File: src/rtl/mem_ctrl_pkg.sv
// Shared encodings and helpers for the MEM-stage data RAM sequencer.
package mem_ctrl_pkg;

  localparam logic [1:0] MODE_BYTE  = 2'b00;
  localparam logic [1:0] MODE_HALF  = 2'b01;
  localparam logic [1:0] MODE_WORD  = 2'b10;
  localparam logic [1:0] MODE_DWORD = 2'b11;

  typedef enum logic [2:0] {
    ST_IDLE,
    ST_BEAT0,
    ST_WAIT0,
    ST_BEAT1,
    ST_WAIT1,
    ST_DONE
  } state_t;

  // Access size in bytes for a request mode.
  function automatic logic [3:0] mode_size(input logic [1:0] mode);
    logic [3:0] size;
    case (mode)
      MODE_BYTE: size = 4'd1;
      MODE_HALF: size = 4'd2;
      MODE_WORD: size = 4'd4;
      default:   size = 4'd8;
    endcase
    return size;
  endfunction

  // Natural alignment: the access size must divide the address.
  function automatic logic mode_aligned(input logic [1:0] mode, input logic [2:0] addr_lo);
    logic ok;
    case (mode)
      MODE_BYTE: ok = 1'b1;
      MODE_HALF: ok = (addr_lo[0] == 1'b0);
      MODE_WORD: ok = (addr_lo[1:0] == 2'b00);
      default:   ok = (addr_lo == 3'b000);
    endcase
    return ok;
  endfunction

endpackage

File: src/rtl/mem_access_ctrl_load_formatter.sv
// Load data formatter: trims the captured RAM word to the access width and
// zero- or sign-extends it. Word and doubleword beats pass through untouched.
module load_formatter
  import mem_ctrl_pkg::*;
(
  input  logic [31:0] word_in,
  input  logic [1:0]  mode,
  input  logic        sign_ext,
  output logic [31:0] data_out
);

  // Narrow loads only trust the low lanes of the RAM word.
  always_comb begin
    data_out = word_in;
    case (mode)
      MODE_BYTE: data_out = {{24{sign_ext & word_in[7]}}, word_in[7:0]};
      MODE_HALF: data_out = {{16{sign_ext & word_in[15]}}, word_in[15:0]};
      default:   data_out = word_in;
    endcase
  end

endmodule

File: src/rtl/mem_access_ctrl.sv
// Sequencer between the MEM pipeline stage and the byte-addressed data RAM.
// One request becomes one or two RAM enable pulses, each followed by a wait
// window; the pipeline is stalled until the single-cycle response.
//
// state | meaning
// IDLE  | waiting for req_valid; request checked and latched on accept
// BEAT0 | ram_en high for first (or only) word beat at addr
// WAIT0 | ram_en low, RD_LAT cycles; load data captured on last cycle
// BEAT1 | ram_en high for second doubleword beat at addr+4
// WAIT1 | ram_en low, RD_LAT cycles; second load word captured
// DONE  | resp_valid pulse, stall released, request ignored
module mem_access_ctrl
  import mem_ctrl_pkg::*;
#(
  parameter int ADDR_W    = 32,
  parameter int MEM_BYTES = 256,
  parameter int RD_LAT    = 1
) (
  input  logic              clk,
  input  logic              clr,
  input  logic              req_valid,
  input  logic              req_rw,
  input  logic [1:0]        req_mode,
  input  logic              req_signed,
  input  logic [ADDR_W-1:0] req_addr,
  input  logic [31:0]       req_wdata_lo,
  input  logic [31:0]       req_wdata_hi,
  output logic              stall,
  output logic              resp_valid,
  output logic              resp_fault,
  output logic [31:0]       resp_rdata_lo,
  output logic [31:0]       resp_rdata_hi,
  output logic              ram_en,
  output logic              ram_rw,
  output logic [1:0]        ram_mode,
  output logic [ADDR_W-1:0] ram_addr,
  output logic [31:0]       ram_wdata,
  input  logic [31:0]       ram_rdata
);

  // Wait counter reloads to RD_LAT-1 and terminates at zero.
  localparam logic [1:0]      WAIT_LOAD = 2'(RD_LAT - 1);
  localparam logic [ADDR_W:0] LIMIT     = (ADDR_W + 1)'(MEM_BYTES);

  state_t            state;
  logic              l_rw;
  logic [1:0]        l_mode;
  logic              l_signed;
  logic [ADDR_W-1:0] l_addr;
  logic [31:0]       l_wdata_hi;
  logic [31:0]       lo_word;
  logic [1:0]        wait_cnt;
  logic [ADDR_W:0]   end_addr;
  logic              req_fault;
  logic [31:0]       fmt_word;

  // Alignment and range check on the live request (used in the accept cycle).
  always_comb begin
    end_addr  = {1'b0, req_addr} + (ADDR_W + 1)'(mode_size(req_mode));
    req_fault = !mode_aligned(req_mode, req_addr[2:0]) || (end_addr > LIMIT);
  end

  // Stall rises in the accept cycle itself, so it cannot wait for a register;
  // gating with clr keeps it low while reset is held.
  assign stall = clr && ((state == ST_IDLE) ? req_valid : (state != ST_DONE));

  load_formatter u_fmt (
    .word_in  (ram_rdata),
    .mode     (l_mode),
    .sign_ext (l_signed),
    .data_out (fmt_word)
  );

  // Sequencer FSM with registered RAM and response outputs.
  always_ff @(posedge clk or negedge clr) begin
    if (!clr) begin
      state         <= ST_IDLE;
      l_rw          <= 1'b0;
      l_mode        <= MODE_BYTE;
      l_signed      <= 1'b0;
      l_addr        <= '0;
      l_wdata_hi    <= '0;
      lo_word       <= '0;
      wait_cnt      <= '0;
      resp_valid    <= 1'b0;
      resp_fault    <= 1'b0;
      resp_rdata_lo <= '0;
      resp_rdata_hi <= '0;
      ram_en        <= 1'b0;
      ram_rw        <= 1'b0;
      ram_mode      <= MODE_BYTE;
      ram_addr      <= '0;
      ram_wdata     <= '0;
    end else begin
      resp_valid <= 1'b0;
      case (state)
        ST_IDLE: begin
          if (req_valid) begin
            l_rw       <= req_rw;
            l_mode     <= req_mode;
            l_signed   <= req_signed;
            l_addr     <= req_addr;
            l_wdata_hi <= req_wdata_hi;
            if (req_fault) begin
              state         <= ST_DONE;
              resp_valid    <= 1'b1;
              resp_fault    <= 1'b1;
              resp_rdata_lo <= '0;
              resp_rdata_hi <= '0;
            end else begin
              state     <= ST_BEAT0;
              ram_en    <= 1'b1;
              ram_rw    <= req_rw;
              ram_mode  <= (req_mode == MODE_DWORD) ? MODE_WORD : req_mode;
              ram_addr  <= req_addr;
              ram_wdata <= req_wdata_lo;
            end
          end
        end
        ST_BEAT0: begin
          ram_en   <= 1'b0;
          wait_cnt <= WAIT_LOAD;
          state    <= ST_WAIT0;
        end
        ST_WAIT0: begin
          if (wait_cnt != 2'd0) begin
            wait_cnt <= wait_cnt - 2'd1;
          end else if (l_mode == MODE_DWORD) begin
            lo_word   <= l_rw ? 32'd0 : ram_rdata;
            state     <= ST_BEAT1;
            ram_en    <= 1'b1;
            ram_addr  <= l_addr + ADDR_W'(4);
            ram_wdata <= l_wdata_hi;
            ram_mode  <= MODE_WORD;
          end else begin
            state         <= ST_DONE;
            resp_valid    <= 1'b1;
            resp_fault    <= 1'b0;
            resp_rdata_lo <= l_rw ? 32'd0 : fmt_word;
            resp_rdata_hi <= '0;
          end
        end
        ST_BEAT1: begin
          ram_en   <= 1'b0;
          wait_cnt <= WAIT_LOAD;
          state    <= ST_WAIT1;
        end
        ST_WAIT1: begin
          if (wait_cnt != 2'd0) begin
            wait_cnt <= wait_cnt - 2'd1;
          end else begin
            state         <= ST_DONE;
            resp_valid    <= 1'b1;
            resp_fault    <= 1'b0;
            resp_rdata_lo <= lo_word;
            resp_rdata_hi <= l_rw ? 32'd0 : ram_rdata;
          end
        end
        // The request is still held here; accepting it would issue it twice.
        ST_DONE: state <= ST_IDLE;
        default: state <= ST_IDLE;
      endcase
    end
  end

endmodule

File: config.mk
export PLATFORM = sky130hd
export DESIGN_NAME = mem_access_ctrl
export DESIGN_NICKNAME = d
export VERILOG_FILES = /design/src/rtl/mem_ctrl_pkg.sv /design/src/rtl/mem_access_ctrl_load_formatter.sv /design/src/rtl/mem_access_ctrl.sv
export SDC_FILE = /design/constraint.sdc
export NUM_CORES = 1
export LEC_CHECK = 0
export ABC_CLOCK_PERIOD_IN_PS = 2250
export CAP_MARGIN = 30
export CORE_MARGIN = 5
export CORE_UTILIZATION = 30
export DETAILED_ROUTE_END_ITERATION = 7
export GPL_ROUTABILITY_DRIVEN = 0
export PLACE_DENSITY_LB_ADDON = 0.25
export SLEW_MARGIN = 20
export SYNTH_ARGS = -nofsm -noshare
export SYNTH_HDL_FRONTEND = slang
export SYNTH_SLANG_ARGS = --single-unit
File: constraint.sdc
create_clock -name clk -period 2.25 [get_ports clk]
set_clock_uncertainty 0.15 [all_clocks]
set_input_delay 0.225 -clock clk [delete_from_list [all_inputs] [get_ports clk]]
set_output_delay 0.225 -clock clk [all_outputs]
set_load 0.05 [all_outputs]
# ---- Word-level counts from Yosys, hierarchy flattened
# Cells that the tools add are included.
dict set report classes {
  addsub 3
  n_lt_le_gt_ge 1
  n_eq_ne 18
  n_mux 57
  bitwise_logic 5
  reduce_logical 23
}
# operator n
set ops {}
lappend ops {{$mux W32} 18}
lappend ops {{$pmux W32 S2} 3}
lappend ops {{$pmux W32 S3} 2}
lappend ops {{$add A32 B4 Y33} 1}
lappend ops {{$gt A33 B9 Y1 const B} 1}
lappend ops {{$add A32 B3 Y32 const B} 1}
lappend ops {{$mux W1} 15}
lappend ops {{$mux W3} 5}
lappend ops {{$pmux W3 S5} 1}
lappend ops {{$ne A2 B2 Y1 const B} 7}
lappend ops {{$mux W2} 6}
lappend ops {{$pmux W1 S3} 4}
lappend ops {{$pmux W4 S3} 1}
lappend ops {{$reduce_and A5 Y1} 2}
lappend ops {{$reduce_and A3 Y1} 3}
lappend ops {{$pmux W2 S2} 2}
lappend ops {{$eq A2 B2 Y1 const B} 3}
lappend ops {{$eq A3 B2 Y1 const B} 2}
lappend ops {{$logic_not A2 Y1} 3}
lappend ops {{$logic_not A3 Y1} 2}
lappend ops {{$reduce_and A6 Y1} 1}
lappend ops {{$reduce_bool A2 Y1} 3}
lappend ops {{$reduce_bool A3 Y1} 2}
lappend ops {{$eq A2 B1 Y1 const B} 2}
lappend ops {{12 further kinds} 17}
dict set report word_totals {
  ff_bits 239
  out_inout_bits 135
  word_cells 124
}

# ---- Logic depth before layout (Yosys ltp)
dict set report logic_depth {
  ltp_word 8
  depth_mapped 15
  ltp_nobuf 13
}

# ---- Modules after synthesis
# Synthesis repeated with hierarchy kept, for this count alone.
dict set report hier_totals {
  hier_cells 1219
  hier_area_um2 12152.9
}
# module instances cells_per_inst area_each_um2
set modules_own_cells {}
lappend modules_own_cells {mem_access_ctrl 1 1153 11767.5}
lappend modules_own_cells {load_formatter 1 66 385.4}

# ---- Worst setup path after synthesis
# OpenSTA, ideal clock, no wires.
dict set report synth_timing {
  kind {input to register}
  start {input req_mode[1]}
  end {register ram_addr[29]}
  setup_ps 125
  arrival_ps 3133
  t_required_ps 1975
  slack_ps -1157
  cell_stages 14
  n_path_buf 2
  cell_sequence {nor2_1 > ha_1 > fa_1 > a211o_1 > and2_1 > buf_2 > a311o_1 > o21ai_0 > nand4_1 > nor4_2 > a31oi_1 > nor2_2 > buf_4 > mux2_2}
}
dict set report synth_via {
  elab_chain_cells 7
  word_cells_on_any_way 11
  classes_between {add/sub: 1; order compare: 1; eq/ne: 3; mux: 2; reduce/logical: 4}
}
# item line
set synth_lines {}
lappend synth_lines {{start: declaration} mem_access_ctrl.sv:23} ;# input logic [1:0] req_mode,
lappend synth_lines {{$eq A2 B2 Y1, or another cell as far along} {mem_ctrl_pkg.sv:21, mem_ctrl_pkg.sv:33}}
lappend synth_lines {{$pmux W4 S3} mem_ctrl_pkg.sv:21} ;# case (mode)
lappend synth_lines {{$add A32 B4 Y33} mem_access_ctrl.sv:59} ;# end_addr = {1'b0, req_addr} + (ADDR_W + 1)'(mode_size(req_mode));
lappend synth_lines {{$gt A33 B9 Y1} mem_access_ctrl.sv:60} ;# req_fault = !mode_aligned(req_mode, req_addr[2:0]) || (end_addr > LIMIT);
lappend synth_lines {{$logic_or A1 B1 Y1 (*)} mem_access_ctrl.sv:60}
lappend synth_lines {{$ne A2 B2 Y1 (no source line) (*)} -}
lappend synth_lines {{$reduce_and A5 Y1 (no source line) (*)} -}
lappend synth_lines {{end signal: assignment} mem_access_ctrl.sv:115} ;# ram_addr <= req_addr;
lappend synth_lines {{end signal: assignment} mem_access_ctrl.sv:132} ;# ram_addr <= l_addr + ADDR_W'(4);
lappend synth_lines {{end: declaration} mem_access_ctrl.sv:36} ;# output logic [ADDR_W-1:0] ram_addr,
# Every way passes the cells marked *; elsewhere a longest branch is shown, timed or not.
# A chain may end at the register's enable or synchronous reset.

# ---- Worst setup path in the final report
dict set report layout_timing {
  start {input req_mode[1]}
  end {register ram_mode[1]}
}
dict set report layout_via {
  elab_chain_cells 7
  word_cells_on_any_way 16
  classes_between {add/sub: 1; order compare: 1; eq/ne: 4; mux: 6; reduce/logical: 4}
}
# item line
set layout_lines {}
lappend layout_lines {{$eq A2 B2 Y1, or another cell as far along} {mem_ctrl_pkg.sv:21, mem_ctrl_pkg.sv:33}}
lappend layout_lines {{$pmux W4 S3} mem_ctrl_pkg.sv:21}
lappend layout_lines {{$add A32 B4 Y33} mem_access_ctrl.sv:59}
lappend layout_lines {{$gt A33 B9 Y1} mem_access_ctrl.sv:60}
lappend layout_lines {{$logic_or A1 B1 Y1} mem_access_ctrl.sv:60}
lappend layout_lines {{$ne A2 B2 Y1 (no source line)} -}
lappend layout_lines {{$reduce_and A5 Y1 (no source line)} -}
lappend layout_lines {{end signal: assignment} mem_access_ctrl.sv:114} ;# ram_mode <= (req_mode == MODE_DWORD) ? MODE_WORD : req_mode;
lappend layout_lines {{end: declaration} mem_access_ctrl.sv:35} ;# output logic [1:0] ram_mode,
# Several ways; a longest one is shown, not always the timed one. The select of a mux whose other input is x is not followed.

==> flow_summary_export.csv <==
group,metric,value,unit
run_status,status,"complete, but fails checks",
run_status,violations,"negative setup slack",
floorplan,die_h,208.9,um
finish,final_nets,1789,
grt,first_global_vias,11070,
routing,antenna_left,0,
critical_path,critical_path_class,"input port to flip-flop",
placement,place_area,16250,um2
critical_path,critPathTopFamily,"buffers and inverters",
floorplan,rows,72,
clock_network,htree_levels,1,
finish,multi_input_area,6075,um2
floorplan,initial_core_util,30.51,%
hold_path,worst_hold_path_type,"input port to async pin",
finish,antenna_cells,0,
sta,fin_setup_tns,-103.36,ns
grt,grt_max_degree,91,
critical_path,path_cells,"buf_12 -> buf_12 -> nor2b_4 -> ha_4 -> a211o_4 -> buf_4 -> a21oi_2 -> buf_4 -> o31ai_1 -> o211ai_1 -> nor4_2 -> buf_4 -> a31oi_4 -> nor2_4 -> buf_6 -> buf_12 -> buf_8 -> buf_4 -> buf_6 -> o22a_1",
logic_synthesis,synth-seq-area-share,50.37,%
sta,holdWs,0.009787,ns
logic_synthesis,ys_ff_latch,239,
power_and_ir_drop,vdd_drop_max,0.0007512,V
power_and_ir_drop,leakage,8.299,nW
routing,drt_iter0_markers,424,
sta,max_freq,0.3192,GHz
logic_synthesis,syn_area,11870,um2
finish,final_cell_area,18310,um2
logic_synthesis,synth_warnings,0,
logic_synthesis,synth_area_per_cell,9.637,um2
power_and_ir_drop,power.density,1426,nW/um2
routing,vias,10550,
sta,period_needed,3.133,ns
finish,drive_gt1_share,24.30,%
logic_synthesis,netlist_instances,1232,
finish,mostFrequentLayoutCells,"clkdlybuf4s50_1 (261), dfrtp_1 (239), nand2_1 (231)",
floorplan,ios,270,
placement,hpwl,26.75,mm
sta,max-slew-margin-rel,58.27,%
flow_run,drv_cap,0,
clock_network,cts_made_buffers,29,
logic_synthesis,synth_edf_count,0,
critical_path,slowest_stage,"a211o_4",
placement,place_inst,2087,
clock_network,cts.sinks,239,
sta,fin_crit_sh,139.3,%
clock_network,root_buffer,"clkbuf_16",
grt,antenna_found_initial,4,
floorplan,dieArea,43650,um2
grt,grt_pass1_wl,63.03,mm
floorplan,die_w,208.9,um
critical_path,critPathCaptureType,"flip-flop",
critical_path,worstPathArrival,3.42,ns
grt,grt_usage,17.69,%
routing,drt-wirelength-per-cell,18.36,um
sta,setup_viol_count_final,135,
critical_path,cp_num_buf_inv,10,
placement,dp_slack,-1.932,ns
logic_synthesis,synthFlopType,"dfrtp_1",
critical_path,critPathMaxFanout,6,
finish,fin_cells,2185,
routing,drtPass1Iterations,5,
sta,rsz0062_at_grt,"true",
finish,nFillCells,3696,
sta,finalHoldViolCount,0,
finish,area_delta_synth_final,54.21,%
clock_network,clk_latency,0.56,ns
routing,viasPerCell,4.827,
logic_synthesis,ys_async_sr_fraction,100.0,%
routing,drt-total-wl,40.11,mm
critical_path,cp.required,2.54,ns
routing,route.detailed.drc,0,
critical_path,worstSetupStartpointType,"input port",
critical_path,critPathMostFrequentCell,"buf_4",
clock_network,cts_tree,"built",
clock_network,clkSlewWorstSetupHoldPaths,0.06,ns
placement,port_buffers,269,
finish,final_common_cell,"clkdlybuf4s50_1",
critical_path,slowest_delay,0.34,ns
sta,fin_ws,-0.8832,ns
logic_synthesis,synth_nets,1374,
floorplan,core,38920,um2
finish,seqCellArea,5981,um2
grt,overflow,0,
sta,finalMaxSlewViolations,0,
logic_synthesis,ys_types,66,
clock_network,clock_path_buffers,3,
sta,worstMarginPinSlew,0.6240,ns
## path summary, 6_finish.rpt
| path | from | to | slack (ns) | depth (start not counted) |
|---|---|---|---|---|
| max | req_mode[1] | ram_mode[1] | -0.88 | 20 |
| min | clr | resp_rdata_hi[14] | 0.01 | 2 |
| max reg2reg | wait_cnt[0] | ram_mode[1] | -0.04 | 11 |
| min reg2reg | l_wdata_hi[8] | l_wdata_hi[8] | 0.32 | 2 |
| max in group asynchronous | clr | l_wdata_hi[10] | 1.09 | 3 |
| min in group clk | req_addr[1] | l_addr[1] | 0.01 | 4 |
## area by class of cell
type	count	area share [%]
sequential	239	32.67
inverter	18	0.4374
tap	518	3.540
timing repair buffer	457	24.57
clock buffer	40	4.572
timing repair inverter	2	0.1503
clock inverter	11	0.8816
multi-input combinational	900	33.18
## cell usage after synthesis, types with 3 or more instances
library cell  number  area [um2]
mux2_4            11       165.2
a22o_1            33       289.0
mux2_1             7       78.83
o21ai_0           84       420.4
xnor2_1            9       78.83
nand3_1           27       135.1
a211o_1            3       26.28
a311oi_1           5       43.79
a22oi_1            9       67.56
buf_4              7       52.55
inv_1             17       63.81
o2bb2ai_1         10       87.58
nor3_1             7       35.03
a21o_1             9       67.56
clkbuf_1          52       195.2
and4_1             5       43.79
nand4_1           16       100.1
buf_2              7       35.03
xor2_1            25       219.0
nand2_1          236       885.9
dfrtp_1          239        5981
ha_1               6       75.07
nor4_1             3       18.77
o21a_1             3       22.52
nand2b_1          29       181.4
nor2b_1           30       187.7
and2_1             7       43.79
and3_1             9       56.30
nor2_1           139       521.8
a31oi_1            5       31.28
mux2_2            84       945.9
buf_1              7       26.28
o211ai_1           3       22.52
mux2i_1           15       150.1
a21oi_1           33       165.2
## power by group
part / leakage (nW) / switching, W / total (W) / internal [W]
Combinational: 4.85 / 0.00789 / 0.0138 / 0.00594
Clock: 0.493 / 0.00187 / 0.00490 / 0.00303
Sequential: 2.96 / 0.00116 / 0.00737 / 0.00621
Total: 8.30 / 0.0109 / 0.0261 / 0.0152
## logic make-up after synthesis
group	Yosys count	synth area share [%]
compound gates	217	11.89
flops	239	50.37
simple gates	525	19.78
buf+inv	93	3.362
xor+xnor	34	2.508
mux	117	11.29
fa+ha+maj	7	0.8009
## state kept, by name (all words and copies together), names as in the netlist, 2 cells and up
signal and count:
l_wdata_hi 32, state 3, l_addr 32, ram_addr 32, ram_mode 2, wait_cnt 2, lo_word 32, resp_rdata_lo 32
ram_wdata 32, resp_rdata_hi 32, l_mode 2
## layer usage
| layer | global-route usage, % | wire, um | share of wire, % | vias up |
|---|---|---|---|---|
| li1 | - | - | - | 5054 |
| met1 | 22.69 | 17080 | 43 | 5118 |
| met2 | 29.88 | 19050 | 47 | 300 |
| met3 | 5.054 | 2873 | 7.2 | 68 |
| met4 | 3.870 | 1042 | 2.6 | 8 |
| met5 | 0 | 68 | 0.17 | - |
## through the flow
stage	power, W	utilization [%]
after floorplan	0.01538	-
after global routing	0.02755	47.05
after global placement	0.01977	41.77
after CTS	0.02656	46.91
after detailed placement	0.01996	41.77
final	0.02610	47.05
## worst register-to-register path, stage by stage (launching register included)
cell and delay (ns):
dfrtp_1 0.41, inv_1 0.06, ha_1 0.26, and2_1 0.22, a31oi_4 0.19, nor2_4 0.07, buf_6 0.14, buf_12 0.13
buf_8 0.13, buf_4 0.13, buf_6 0.11, o22a_1 0.18
## repair_timing
action / 4_1_cts / 5_1_grt
gates cloned: 13 / 1
setup endpoints to repair: 139 / 141
hold buffers: 2 / 2
resized for setup: 112 / 51
hold endpoints to repair: 240 / 3
setup buffers: 27 / 15
pin swaps: 27 / 40
(Power assumes the default switching activity.)
